===== config.mk =====
export PLATFORM = sky130hd
export DESIGN_NAME = shift_sequencer
export DESIGN_NICKNAME = d
export VERILOG_FILES = /design/src/rtl/shift_pkg.sv /design/src/rtl/shift_step.sv /design/src/rtl/shift_sequencer.sv
export SDC_FILE = /design/constraint.sdc
export NUM_CORES = 1
export LEC_CHECK = 0
export ABC_AREA = 1
export CORE_ASPECT_RATIO = 0.7
export CORE_MARGIN = 2
export CORE_UTILIZATION = 51
export CTS_CLUSTER_SIZE = 16
export DETAILED_ROUTE_END_ITERATION = 8
export PLACE_DENSITY = 0.88
export SYNTH_ARGS = -nofsm -noshare
export SYNTH_HDL_FRONTEND = slang
export SYNTH_SLANG_ARGS = --single-unit

===== constraint.sdc =====
create_clock -name clk -period 2.8 [get_ports clk]
set_input_delay 0.28 -clock clk [delete_from_list [all_inputs] [get_ports clk]]
set_output_delay 0.28 -clock clk [all_outputs]
set_load 0.05 [all_outputs]

===== src/rtl/shift_pkg.sv =====
// Shared definitions for the shift/MOV sequencer: shift-type encodings,
// the sequencer FSM state type and the shift-count cap.
package shift_pkg;

    localparam logic [1:0] ST_LSL = 2'b00;
    localparam logic [1:0] ST_LSR = 2'b01;
    localparam logic [1:0] ST_ASR = 2'b10;
    localparam logic [1:0] ST_ROR = 2'b11;

    // One past a full word: enough for LSL/LSR to clear C and ASR to saturate.
    localparam int SHIFT_CAP = 33;

    typedef enum logic [1:0] {
        IDLE  = 2'd0,
        SHIFT = 2'd1,
        DONE  = 2'd2
    } state_t;

endpackage


===== src/rtl/shift_step.sv =====
// One iteration of the shift datapath: shifts a word by k (1..8) bits and
// returns the last bit shifted out; k == 0 passes value and carry through.
module shift_step
    import shift_pkg::*;
(
    input  logic [31:0] value,
    input  logic        carry_in,
    input  logic [3:0]  k,
    input  logic [1:0]  stype,
    output logic [31:0] result,
    output logic        carry_out
);

    logic [39:0] wide;

    always_comb begin
        wide      = '0;
        result    = value;
        carry_out = carry_in;
        if (k != 4'd0) begin
            // Eight guard bits beside the word catch the last bit shifted out.
            case (stype)
                ST_LSL: begin
                    wide      = {8'b0, value} << k;
                    result    = wide[31:0];
                    carry_out = wide[32];
                end
                ST_LSR: begin
                    wide      = {value, 8'b0} >> k;
                    result    = wide[39:8];
                    carry_out = wide[7];
                end
                ST_ASR: begin
                    wide      = $signed({value, 8'b0}) >>> k;
                    result    = wide[39:8];
                    carry_out = wide[7];
                end
                default: begin
                    result    = (value >> k) | (value << (6'd32 - {2'b0, k}));
                    carry_out = result[31];
                end
            endcase
        end
    end

endmodule


===== src/rtl/shift_sequencer.sv =====
// Clocked, back-pressurable shift/MOV sequencer between issue and register write.
// Build option SHIFT_SEQ_ROR_EN: stype 11 rotates; otherwise it is a MOV pass-through.
module shift_sequencer
    import shift_pkg::*;
#(
    parameter int STEP = 1
) (
    input  logic        clk,
    input  logic        rst,
    input  logic        flush,
    input  logic        req_valid,
    output logic        req_ready,
    input  logic [31:0] req_rm,
    input  logic [7:0]  req_amount,
    input  logic [1:0]  req_stype,
    input  logic        req_s,
    input  logic        req_carry,
    input  logic        req_zero,
    input  logic        req_neg,
    output logic        rsp_valid,
    input  logic        rsp_ready,
    output logic [31:0] rsp_rd,
    output logic        rsp_carry,
    output logic        rsp_zero,
    output logic        rsp_neg,
    output state_t      state_dbg
);

    // Handshakes: a transfer happens on a rising edge where valid and ready are
    // both high; req_ready is high only in IDLE, rsp_valid only in DONE.

    state_t      state, state_next;
    logic [31:0] work;
    logic [5:0]  count;
    logic [1:0]  stype_q;
    logic        s_q, c_in_q, z_in_q, n_in_q;
    logic        last_c;
    logic        use_cin;

    logic [5:0]  accept_count;
    logic        accept_use_cin;
    logic        accept_last_c;
    logic [3:0]  k;
    logic [31:0] step_result;
    logic        step_carry;

    always_comb begin
        accept_count   = (req_amount > 8'(SHIFT_CAP)) ? 6'(SHIFT_CAP) : req_amount[5:0];
        accept_use_cin = (req_amount == 8'd0);
        accept_last_c  = req_carry;
        if (req_stype == ST_ROR) begin
`ifdef SHIFT_SEQ_ROR_EN
            // A multiple-of-32 rotate leaves rm intact but still reports rm[31] as C.
            accept_count  = {1'b0, req_amount[4:0]};
            accept_last_c = req_rm[31];
`else
            accept_count   = 6'd0;
            accept_use_cin = 1'b1;
`endif
        end
    end

    always_comb begin
        k = (count > 6'(STEP)) ? 4'(STEP) : count[3:0];
    end

    shift_step u_step (
        .value     (work),
        .carry_in  (last_c),
        .k         (k),
        .stype     (stype_q),
        .result    (step_result),
        .carry_out (step_carry)
    );

    always_comb begin
        state_next = state;
        case (state)
            IDLE:    if (req_valid) state_next = (accept_count == 6'd0) ? DONE : SHIFT;
            SHIFT:   if (count == {2'b0, k}) state_next = DONE;
            DONE:    if (rsp_ready) state_next = IDLE;
            default: state_next = IDLE;
        endcase
        if (flush) state_next = IDLE;
    end

    always_ff @(posedge clk) begin
        if (rst) begin
            state   <= IDLE;
            work    <= '0;
            count   <= '0;
            stype_q <= '0;
            s_q     <= 1'b0;
            c_in_q  <= 1'b0;
            z_in_q  <= 1'b0;
            n_in_q  <= 1'b0;
            last_c  <= 1'b0;
            use_cin <= 1'b0;
        end else begin
            state <= state_next;
            if (!flush && state == IDLE && req_valid) begin
                work    <= req_rm;
                count   <= accept_count;
                stype_q <= req_stype;
                s_q     <= req_s;
                c_in_q  <= req_carry;
                z_in_q  <= req_zero;
                n_in_q  <= req_neg;
                last_c  <= accept_last_c;
                use_cin <= accept_use_cin;
            end else if (!flush && state == SHIFT) begin
                work   <= step_result;
                last_c <= step_carry;
                count  <= count - {2'b0, k};
            end
        end
    end

    always_comb begin
        req_ready = (state == IDLE);
        rsp_valid = (state == DONE);
        rsp_rd    = work;
        rsp_carry = (s_q && !use_cin) ? last_c : c_in_q;
        rsp_zero  = s_q ? (work == 32'd0) : z_in_q;
        rsp_neg   = s_q ? work[31] : n_in_q;
        state_dbg = state;
    end

endmodule

# Word-level counts from Yosys, hierarchy flattened
# Cells that the tools add are included.
# op_classes
eq_ne	9
n_reduce_logical	17
n_mux	22
bitwise_logic	1
n_addsub	2
n_div	0
n_lt_le_gt_ge	2
mul	0
n_shift	5
# ops
operator	count
32-bit two-way mux	3
32-bit one-hot mux with 3 select lines	1
40-bit by 4-bit right shift with 40-bit output	1
40-bit by 4-bit >>> shifter with 40-bit output	1
32-bit by 4-bit left shift with 33-bit output	1
32-bit logical NOT	1
32-bit bitwise OR	1
32-bit by 6-bit left shift with 32-bit output	1
32-bit by 4-bit right shift with 32-bit output	1
6-bit two-way mux	4
8-bit by 6-bit > comparator with 1-bit output (second input constant)	1
8-bit logical NOT	1
2-bit two-way mux	4
1-bit two-way mux	7
2-bit == test (second input constant)	3
6-bit by 4-bit == test with 1-bit output	1
6-bit by 1-bit > comparator with 1-bit output (second input constant)	1
6-bit logical NOT	1
2-bit one-hot mux with 3 select lines	1
6-bit by 4-bit subtractor with 6-bit output	1
6-bit by 4-bit subtractor with 6-bit output (first input constant)	1
2-bit by 1-bit == test with 1-bit output (second input constant)	2
1-bit logical AND	4
2-bit logical NOT	2
other kinds (10)	13
# totals
mem_bits_rw	0
wordCells	68
latch_bits	0
memories	0
inputBits	51
register_bits	48
output_inout_bits	39
rom_bits	0

# Logic depth before layout (Yosys ltp)
# Gate-level depths: netlist (run 1).
# depth
word_depth	9
depth_mapped	18
depth_no_buf	16

# By module
# From an unflattened synthesis (run 1), not the netlist that was laid out.
# hier_totals
hier_cells	1234
area_unflattened_um2	6331.1
# modules_own_cells
mod	cells_each	seq_area_each_um2	n_inst	area_per_inst_um2
shift_step	891	0.0	1	3988.8
shift_sequencer	343	960.9	1	2342.2

# Worst setup path before layout (run 1)
# Ideal clock, no wire load.
# synth_path
kind	register to register
startpoint	reg count[1]
endpoint	reg work[30] (netlist: rsp_rd[30])
arrival_ns	2.286
period_less_slack_ns	2.356
path_slack_ns	0.444
stages_incl_launch_ff	15
setup_time_ns	0.070
n_path_buf	4
path_cell_list	dfxtp_1 nor2_4 nand3_4 inv_1 buf_4 buf_4 ha_1 buf_2 clkinv_1 buf_2 o211ai_1 o211ai_1 a21oi_1 o21ai_1 a21oi_1
# synth_between
elab_chain_cells	9
elab_cells_between_ends	16
# synth_rtl
item	line	rtl
start: declaration	shift_sequencer.sv:34	logic [5:0] count;
start signal: assignment	shift_sequencer.sv:103	count <= accept_count;
start signal: assignment	shift_sequencer.sv:114	count <= count - {2'b0, k};
6-bit by 1-bit > comparator with 1-bit output	shift_sequencer.sv:64	k = (count > 6'(STEP)) ? 4'(STEP) : count[3:0];
4-bit two-way mux *	shift_sequencer.sv:64	
6-bit by 4-bit subtractor with 6-bit output	shift_step.sv:39	result = (value >> k) | (value << (6'd32 - {2'b0, k}));
32-bit by 6-bit left shift with 32-bit output	shift_step.sv:39	
32-bit bitwise OR	shift_step.sv:39	
32-bit one-hot mux with 3 select lines	shift_step.sv:22	case (stype)
32-bit two-way mux	shift_step.sv:20	if (k != 4'd0) begin
32-bit two-way mux	shift_sequencer.sv:111	end else if (!flush && state == SHIFT) begin
32-bit two-way mux	shift_sequencer.sv:101	if (!flush && state == IDLE && req_valid) begin
end signal: assignment	shift_sequencer.sv:102	work <= req_rm;
end signal: assignment	shift_sequencer.sv:112	work <= step_result;
end: declaration	shift_sequencer.sv:33	logic [31:0] work;
# Every way passes the cells marked *; elsewhere a longest branch is shown, timed or not. The select of a mux whose other input is x is not followed.
# A chain may end at the register's enable or synchronous reset.

# Final worst setup path (run 1)
# layout_path
startpoint	reg count[1]
endpoint	reg work[29] (netlist: rsp_rd[29])
# Same word-level chain as after synthesis.

==> impl_metrics.json, run 1 <==
{
  "status": "complete, no violations",
  "grt_usage_pct": 32.91,
  "final_cell_mix": "nand2_1, clkdlybuf4s50_1, a21oi_1",
  "path_clk_slew_ps": 100,
  "h-tree-depth": 2,
  "drv_slew": 0,
  "cp-end-kind": "flip-flop",
  "drive_gt1_share_pct": 7.625,
  "place_ws_ps": 443.0,
  "clock-root-buffer": "clkbuf_8",
  "async_flop_share_pct": 0,
  "synthToLayoutAreaGrowth_pct": 25.97,
  "port-buffer-count": 89,
  "syn_area_um2": 3859,
  "finalNetCount": 734,
  "first_iter_violations": 529,
  "drc_errors": 0,
  "ys_types": 47,
  "final_common_cell": "nand2_1",
  "setup_ws_ps": 363.0,
  "num_rows": 26,
  "hpwl_um": 10170,
  "path_max_fanout": 17,
  "vias": 4782,
  "synthCells": 611,
  "p_per_area_nw_per_um2": 593.4,
  "start_util_pct": 52.72,
  "cap_violations": 0,
  "cts_buffers": 5,
  "period_needed_ps": 2437,
  "hold_viol_final": 0,
  "cts_tree": "yes",
  "post-route-util_pct": 66.41,
  "cp_cell_sequence": "nor2_4 > nand3_4 > inv_1 > ha_1 > clkinv_1 > nand3_1 > nand3_1 > nand3_1 > nand3_1 > nand2_1 > nand2_1 > nand2_1 > nand2_1 > nand2_1 > a21oi_1",
  "ys.flop_type": "dfxtp_1",
  "num_antenna_cells": 0,
  "antenna_found_initial": 0,
  "slowest_stage": "dfxtp_1",
  "ant_nets": 0,
  "cts_hold_buf": 0,
  "routedWlPerCell_um": 17.65,
  "fp.dieW_um": 108.0,
  "clk_latency_ps": 310,
  "dp_cells": 772,
  "synth_top_cells_by_area": "dfxtp_1, nand2_1, a21oi_1",
  "die_h_um": 76.78,
  "grt_pass1_vias": 4411,
  "ys_ff_latch": 48,
  "synth_top_cell_by_area": "dfxtp_1",
  "cts.sinks": 48,
  "peakVddDrop_uv": 345.1,
  "synth_nets": 664,
  "crit_path_frequent_cell": "nand2_1",
  "worstPathRequired_ps": 2990,
  "cp_slowest_stage_delay_ps": 470,
  "slew_headroom_pct": 57.72,
  "power.leakage_nw": 2.003,
  "clockBufferDepth": 2,
  "cp.arrival_ps": 2630,
  "yosysSeqAreaShare_pct": 24.90,
  "worst_pin_slew_ps": 634.2,
  "ys_warn_count": 0,
  "worstSetupPathType": "reg2reg",
  "drt-vias-per-instance": 6.131,
  "grt.overflow.total": 0,
  "crit_path_start_kind": "flip-flop",
  "dieArea_um2": 8289,
  "skew_ps": 9.390,
  "setup_violations": 0,
  "pin_count": 90,
  "period_share_pct": 87.04,
  "crit_buf_inv": 2,
  "fmax_mhz": 410.3,
  "grt_pass1_wl_um": 21770,
  "syn_avg_cell_area_um2": 6.315,
  "synth_edf_count": 0,
  "critPathTopFamily": "simple AND/OR/NAND/NOR gates",
  "final_cells": 780,
  "first_pass_iters": 6,
  "hold_path.class": "reg2reg",
  "gp_congestion": 1.066,
  "yosys.area.top_type_share_pct": 24.90,
  "fin_setup_tns_ps": 0,
  "wirelength_um": 13770,
  "coreArea_um2": 7320,
  "fin_hold_ws_ps": 470.0,
  "grt_max_degree": 66,
  "rsz0062_at_grt": "false"
}
cells by family (layout without fill, tap and decap cells):
family | count (synthesis) | count (layout) | share of synthesized area (%)
fa+ha+maj | 2 | 2 | 0.6484
xor+xnor | 3 | 3 | 0.6811
buf+inv | 117 | 188 | 13.78
simple gates | 234 | 234 | 27.14
compound gates | 206 | 206 | 32.75
other cells | 1 | 1 | 0.09718
flops | 48 | 48 | 24.90
what timing repair did:
| item | in CTS | in global routing |
|---|---|---|
| resized for setup | 0 | 1 |
| buffers inserted | 0 | 0 |
| endpoints found under the setup margin | 0 | 1 |
through the flow:
step | power [mW] | instance area (µm²)
CTS | 2.852 | 4858
global placement | 2.273 | 4737
finish | 2.885 | 4861
global route | 3.056 | 4861
detailed placement | 2.294 | 4737
floorplan | 1.904 | 3859
registers in the layout, summed over array words and instances, names as in the netlist:
signal	count
c_in_q	1
count	6
last_c	1
n_in_q	1
rsp_rd	32
s_q	1
state_dbg	2
stype_q	2
use_cin	1
z_in_q	1
final timing paths:
path | endpoint | from | slack, ps | cells past startpoint
setup / recovery | rsp_rd[29]$_SDFFE_PP0P_ | count[1]$_SDFFE_PP0P_ | 360 | 15
hold / removal | z_in_q$_SDFFE_PP0P_ | z_in_q$_SDFFE_PP0P_ | 470 | 2
setup reg to reg | rsp_rd[29]$_SDFFE_PP0P_ | count[1]$_SDFFE_PP0P_ | 360 | 15
hold reg to reg | z_in_q$_SDFFE_PP0P_ | z_in_q$_SDFFE_PP0P_ | 470 | 2
tightest hold or removal path: cells and delay by family, from the launching register on:
kind                   cells  cell delay (ps)
buffers and inverters      1               60
AO/OA/AOI/OAI              1               60
flip-flops                 1              310
per-layer routing:
| metal | GRT usage [%] | routed length [µm] | share of wire, % | vias to the layer above |
|---|---|---|---|---|
| met5 | 0 | 0 | 0 | - |
| met4 | 11.03 | 355 | 2.6 | 0 |
| met3 | 6.548 | 1403 | 10 | 38 |
| met2 | 51.38 | 6139 | 45 | 302 |
| met1 | 45.25 | 5870 | 43 | 2189 |
| li1 | - | - | - | 2253 |
area by class of cell:
type	instances	area, µm²
Clock inverter	2	38.79
Clock buffer	6	82.58
Tap cell	98	122.6
Timing Repair Buffer	103	998.5
Fill cell	654	2459
Inverter	77	291.5
Multi-Input combinational cell	446	2366
Sequential cell	48	960.9
report_power, final:
| group | total, mW | leakage [nW] | switching [mW] | internal (mW) |
|---|---|---|---|---|
| Combinational | 1.52 | 1.55 | 1.02 | 0.499 |
| Sequential | 0.813 | 0.394 | 0.0706 | 0.743 |
| Clock | 0.556 | 0.0614 | 0.263 | 0.293 |
| Total | 2.88 | 2.00 | 1.35 | 1.54 |
cell usage after synthesis, types with 2 or more instances:
cell and number:
nor3_1 7, xor2_1 2, clkbuf_1 15, nand3_1 33, a221oi_2 5, inv_1 68
a211oi_1 2, o211ai_1 16, nor2_4 3, a21oi_2 2, buf_1 4, a221oi_1 13
buf_2 9, nor4_1 4, buf_6 9, nand2_1 130, buf_4 3, o21ai_1 20
a22oi_1 2, o21ai_0 51, nand2_2 4, inv_2 7, o221ai_1 5, o22ai_1 7
a31oi_1 6, a21oi_1 69, nand4_1 13, nor2_1 35, dfxtp_1 48, ha_1 2
Note: power is estimated with default switching activity, not from simulation.
==> run 2: changes to the inputs <==
- CTS_BUF_LIST: unset -> sky130_fd_sc_hd__clkbuf_4 sky130_fd_sc_hd__clkbuf_8 sky130_fd_sc_hd__clkbuf_16
==> results of run 2 <==
Final layout, timing and power as in run 1 (identical DEF).
==> run 3: changes to the inputs <==
- CORE_UTILIZATION: 51 -> 55
- CTS_CLUSTER_DIAMETER: unset -> 60
- DONT_BUFFER_PORTS: unset -> 1
- PLACE_DENSITY: 0.88 -> 0.77
==> run 3 against run 2 <==
  * Critical path depth decreased by 1
  * Non-clock buffer count fell by 81
  * Global-route usage fell by 1.1 points
  * Critical path type unchanged
  * Largest cell class unchanged
==> impl_metrics.json, run 3 (synthesized netlist as in run 1, its figures left out) <==
{
  "start_util_pct": 57.11,
  "cts_buffers": 5,
  "hold_path.class": "in2reg",
  "cts_hold_buf": 0,
  "drt-vias-per-instance": 6.186,
  "p_sw_mw": 1.305,
  "crit_path_start_kind": "flip-flop",
  "worstSetupPathType": "reg2reg",
  "wirelength_um": 12390,
  "post-route-util_pct": 59.69,
  "ant_nets": 0,
  "whs_path_depth": 1,
  "place_ws_ps": 508.2,
  "cts_setup_buffers": 0,
  "worstPathRequired_ps": 3010,
  "vias": 4299,
  "regArea_um2": 960.9,
  "clkPwrFrac_pct": 19.9,
  "period_share_pct": 84.78,
  "status": "complete, no violations",
  "p_per_area_nw_per_um2": 667.3,
  "min-delay-start": "rst",
  "h-tree-depth": 2,
  "grt_usage_pct": 31.76,
  "coreArea_um2": 6756,
  "slew_headroom_pct": 53.08,
  "multiInputGateArea_um2": 2369,
  "drc_errors": 0,
  "fmax_mhz": 421.2,
  "first_pass_iters": 6,
  "combinationalPowerShare_pct": 45.0,
  "timing.rr.start": "count[3]$_SDFFE_PP0P_",
  "synthToLayoutAreaGrowth_pct": 4.507,
  "internal_power_mw": 1.386,
  "grt_max_degree": 66,
  "cp.arrival_ps": 2580,
  "setup_ws_ps": 426.1,
  "power.leakage_nw": 1.700,
  "fin_setup_tns_ps": 0,
  "clock-root-buffer": "clkbuf_8",
  "num_rows": 25,
  "r2r_cells": 14,
  "drv_slew": 0,
  "setup_violations": 0,
  "cp-end-kind": "flip-flop",
  "antenna_found_initial": 0,
  "routedWlPerCell_um": 17.83,
  "pin_count": 90,
  "holdPathEnd": "rsp_rd[16]$_SDFFE_PP0P_",
  "finalNetCount": 653,
  "swShare_pct": 48.49,
  "grt_pass1_wl_um": 19540,
  "power.total_mw": 2.691,
  "path_max_fanout": 65,
  "rsz0062_at_grt": "false",
  "num_antenna_cells": 0,
  "grt_pass1_vias": 3833,
  "skew_ps": 13.94,
  "clk_latency_ps": 320,
  "worst_pin_slew_ps": 702.8,
  "dieArea_um2": 7712,
  "first_iter_violations": 388,
  "path_clk_slew_ps": 100,
  "drive_gt1_share_pct": 10.15,
  "cap_violations": 0,
  "ctsResizeCount": 0,
  "final_cell_mix": "nand2_1, a21oi_1, inv_1",
  "cts_tree": "yes",
  "port-buffer-count": 0,
  "fillers": 685,
  "cts.sinks": 48,
  "gp_congestion": 1.027,
  "final_common_cell": "nand2_1",
  "hold_viol_final": 0,
  "seq_power_share_pct": 35.1,
  "clockBufferDepth": 2,
  "grt.overflow.total": 0,
  "fp.dieW_um": 104.1,
  "r2r-end": "rsp_rd[29]$_SDFFE_PP0P_",
  "largest_reg_flops": 32,
  "period_needed_ps": 2374,
  "peakVddDrop_uv": 310.7,
  "rrSetupSlack_ps": 430,
  "die_h_um": 74.08,
  "hpwl_um": 8984
}
-- run 3: cell types whose count changed in the layout (fill, tap and decap cells not counted), sizes merged --
cell and delta:
clkdlybuf4s50 -88, dlymetal6s2s -1, clkinv +1, buf +8, clkbuf -1
-- run 3: final cells by class --
cell class,instances,area share [%]
Clock buffer,5,1.706
Sequential cell,48,23.83
Tap cell,94,2.917
Clock inverter,3,1.179
Inverter,77,7.229
Multi-Input combinational cell,446,58.73
Timing Repair Buffer,22,4.406
-- run 3: critical path, stage by stage, from the launching register on --
cell     delay [ps]
dfxtp_1         450
nor2_4           90
nand3_4          90
buf_4           500
nand2_1         220
nand3_1         140
nand3_1         110
nand3_1         120
nand3_1         130
nand2_1          90
nand2_1          50
nand2_1          50
nand2_1          50
nand2_1          60
a21oi_1          60
-- run 3: how the worst max path moves through the flow --
stage / startpoint / slack [ps] / to
4_1_cts: count[3]$_SDFFE_PP0P_ / 500 / rsp_rd[23]$_SDFFE_PP0P_
6_report: count[3]$_SDFFE_PP0P_ / 430 / rsp_rd[29]$_SDFFE_PP0P_
3_3_place_gp: count[3]$_SDFFE_PP0P_ / 590 / rsp_rd[29]$_SDFFE_PP0P_
3_5_place_dp: count[3]$_SDFFE_PP0P_ / 510 / rsp_rd[23]$_SDFFE_PP0P_
2_1_floorplan: count[1]$_SDFFE_PP0P_ / 440 / rsp_rd[30]$_SDFFE_PP0P_
5_1_grt: count[3]$_SDFFE_PP0P_ / 210 / rsp_rd[23]$_SDFFE_PP0P_
-- run 3: through the flow --
stage	std cells	hold slack [ps]	cell area, µm²
global placement	687	353.6	3916
CTS	695	8.589	4033
finish	695	16.62	4033
floorplan	611	429.0	3859
global route	695	4.100	4033
detailed placement	687	354.3	3916
-- run 3: layer usage --
metal	wire, µm	part of all wire, %	track usage (%)
met1	5608	45	44.82
met2	5068	41	47.08
met3	1406	11	8.501
met4	310	2.5	11.26
met5	0	0	0
-- run 3: power by group through the flow --
stage | Combinational, mW | Clock [mW] | Sequential (mW)
5_1_grt | 1.34 | 0.568 | 0.952
2_1_floorplan | 0.937 | 0 | 0.967
3_5_place_dp | 1.17 | 0 | 0.958
4_1_cts | 1.18 | 0.544 | 0.941
3_3_place_gp | 1.17 | 0 | 0.956
6_report | 1.21 | 0.536 | 0.943
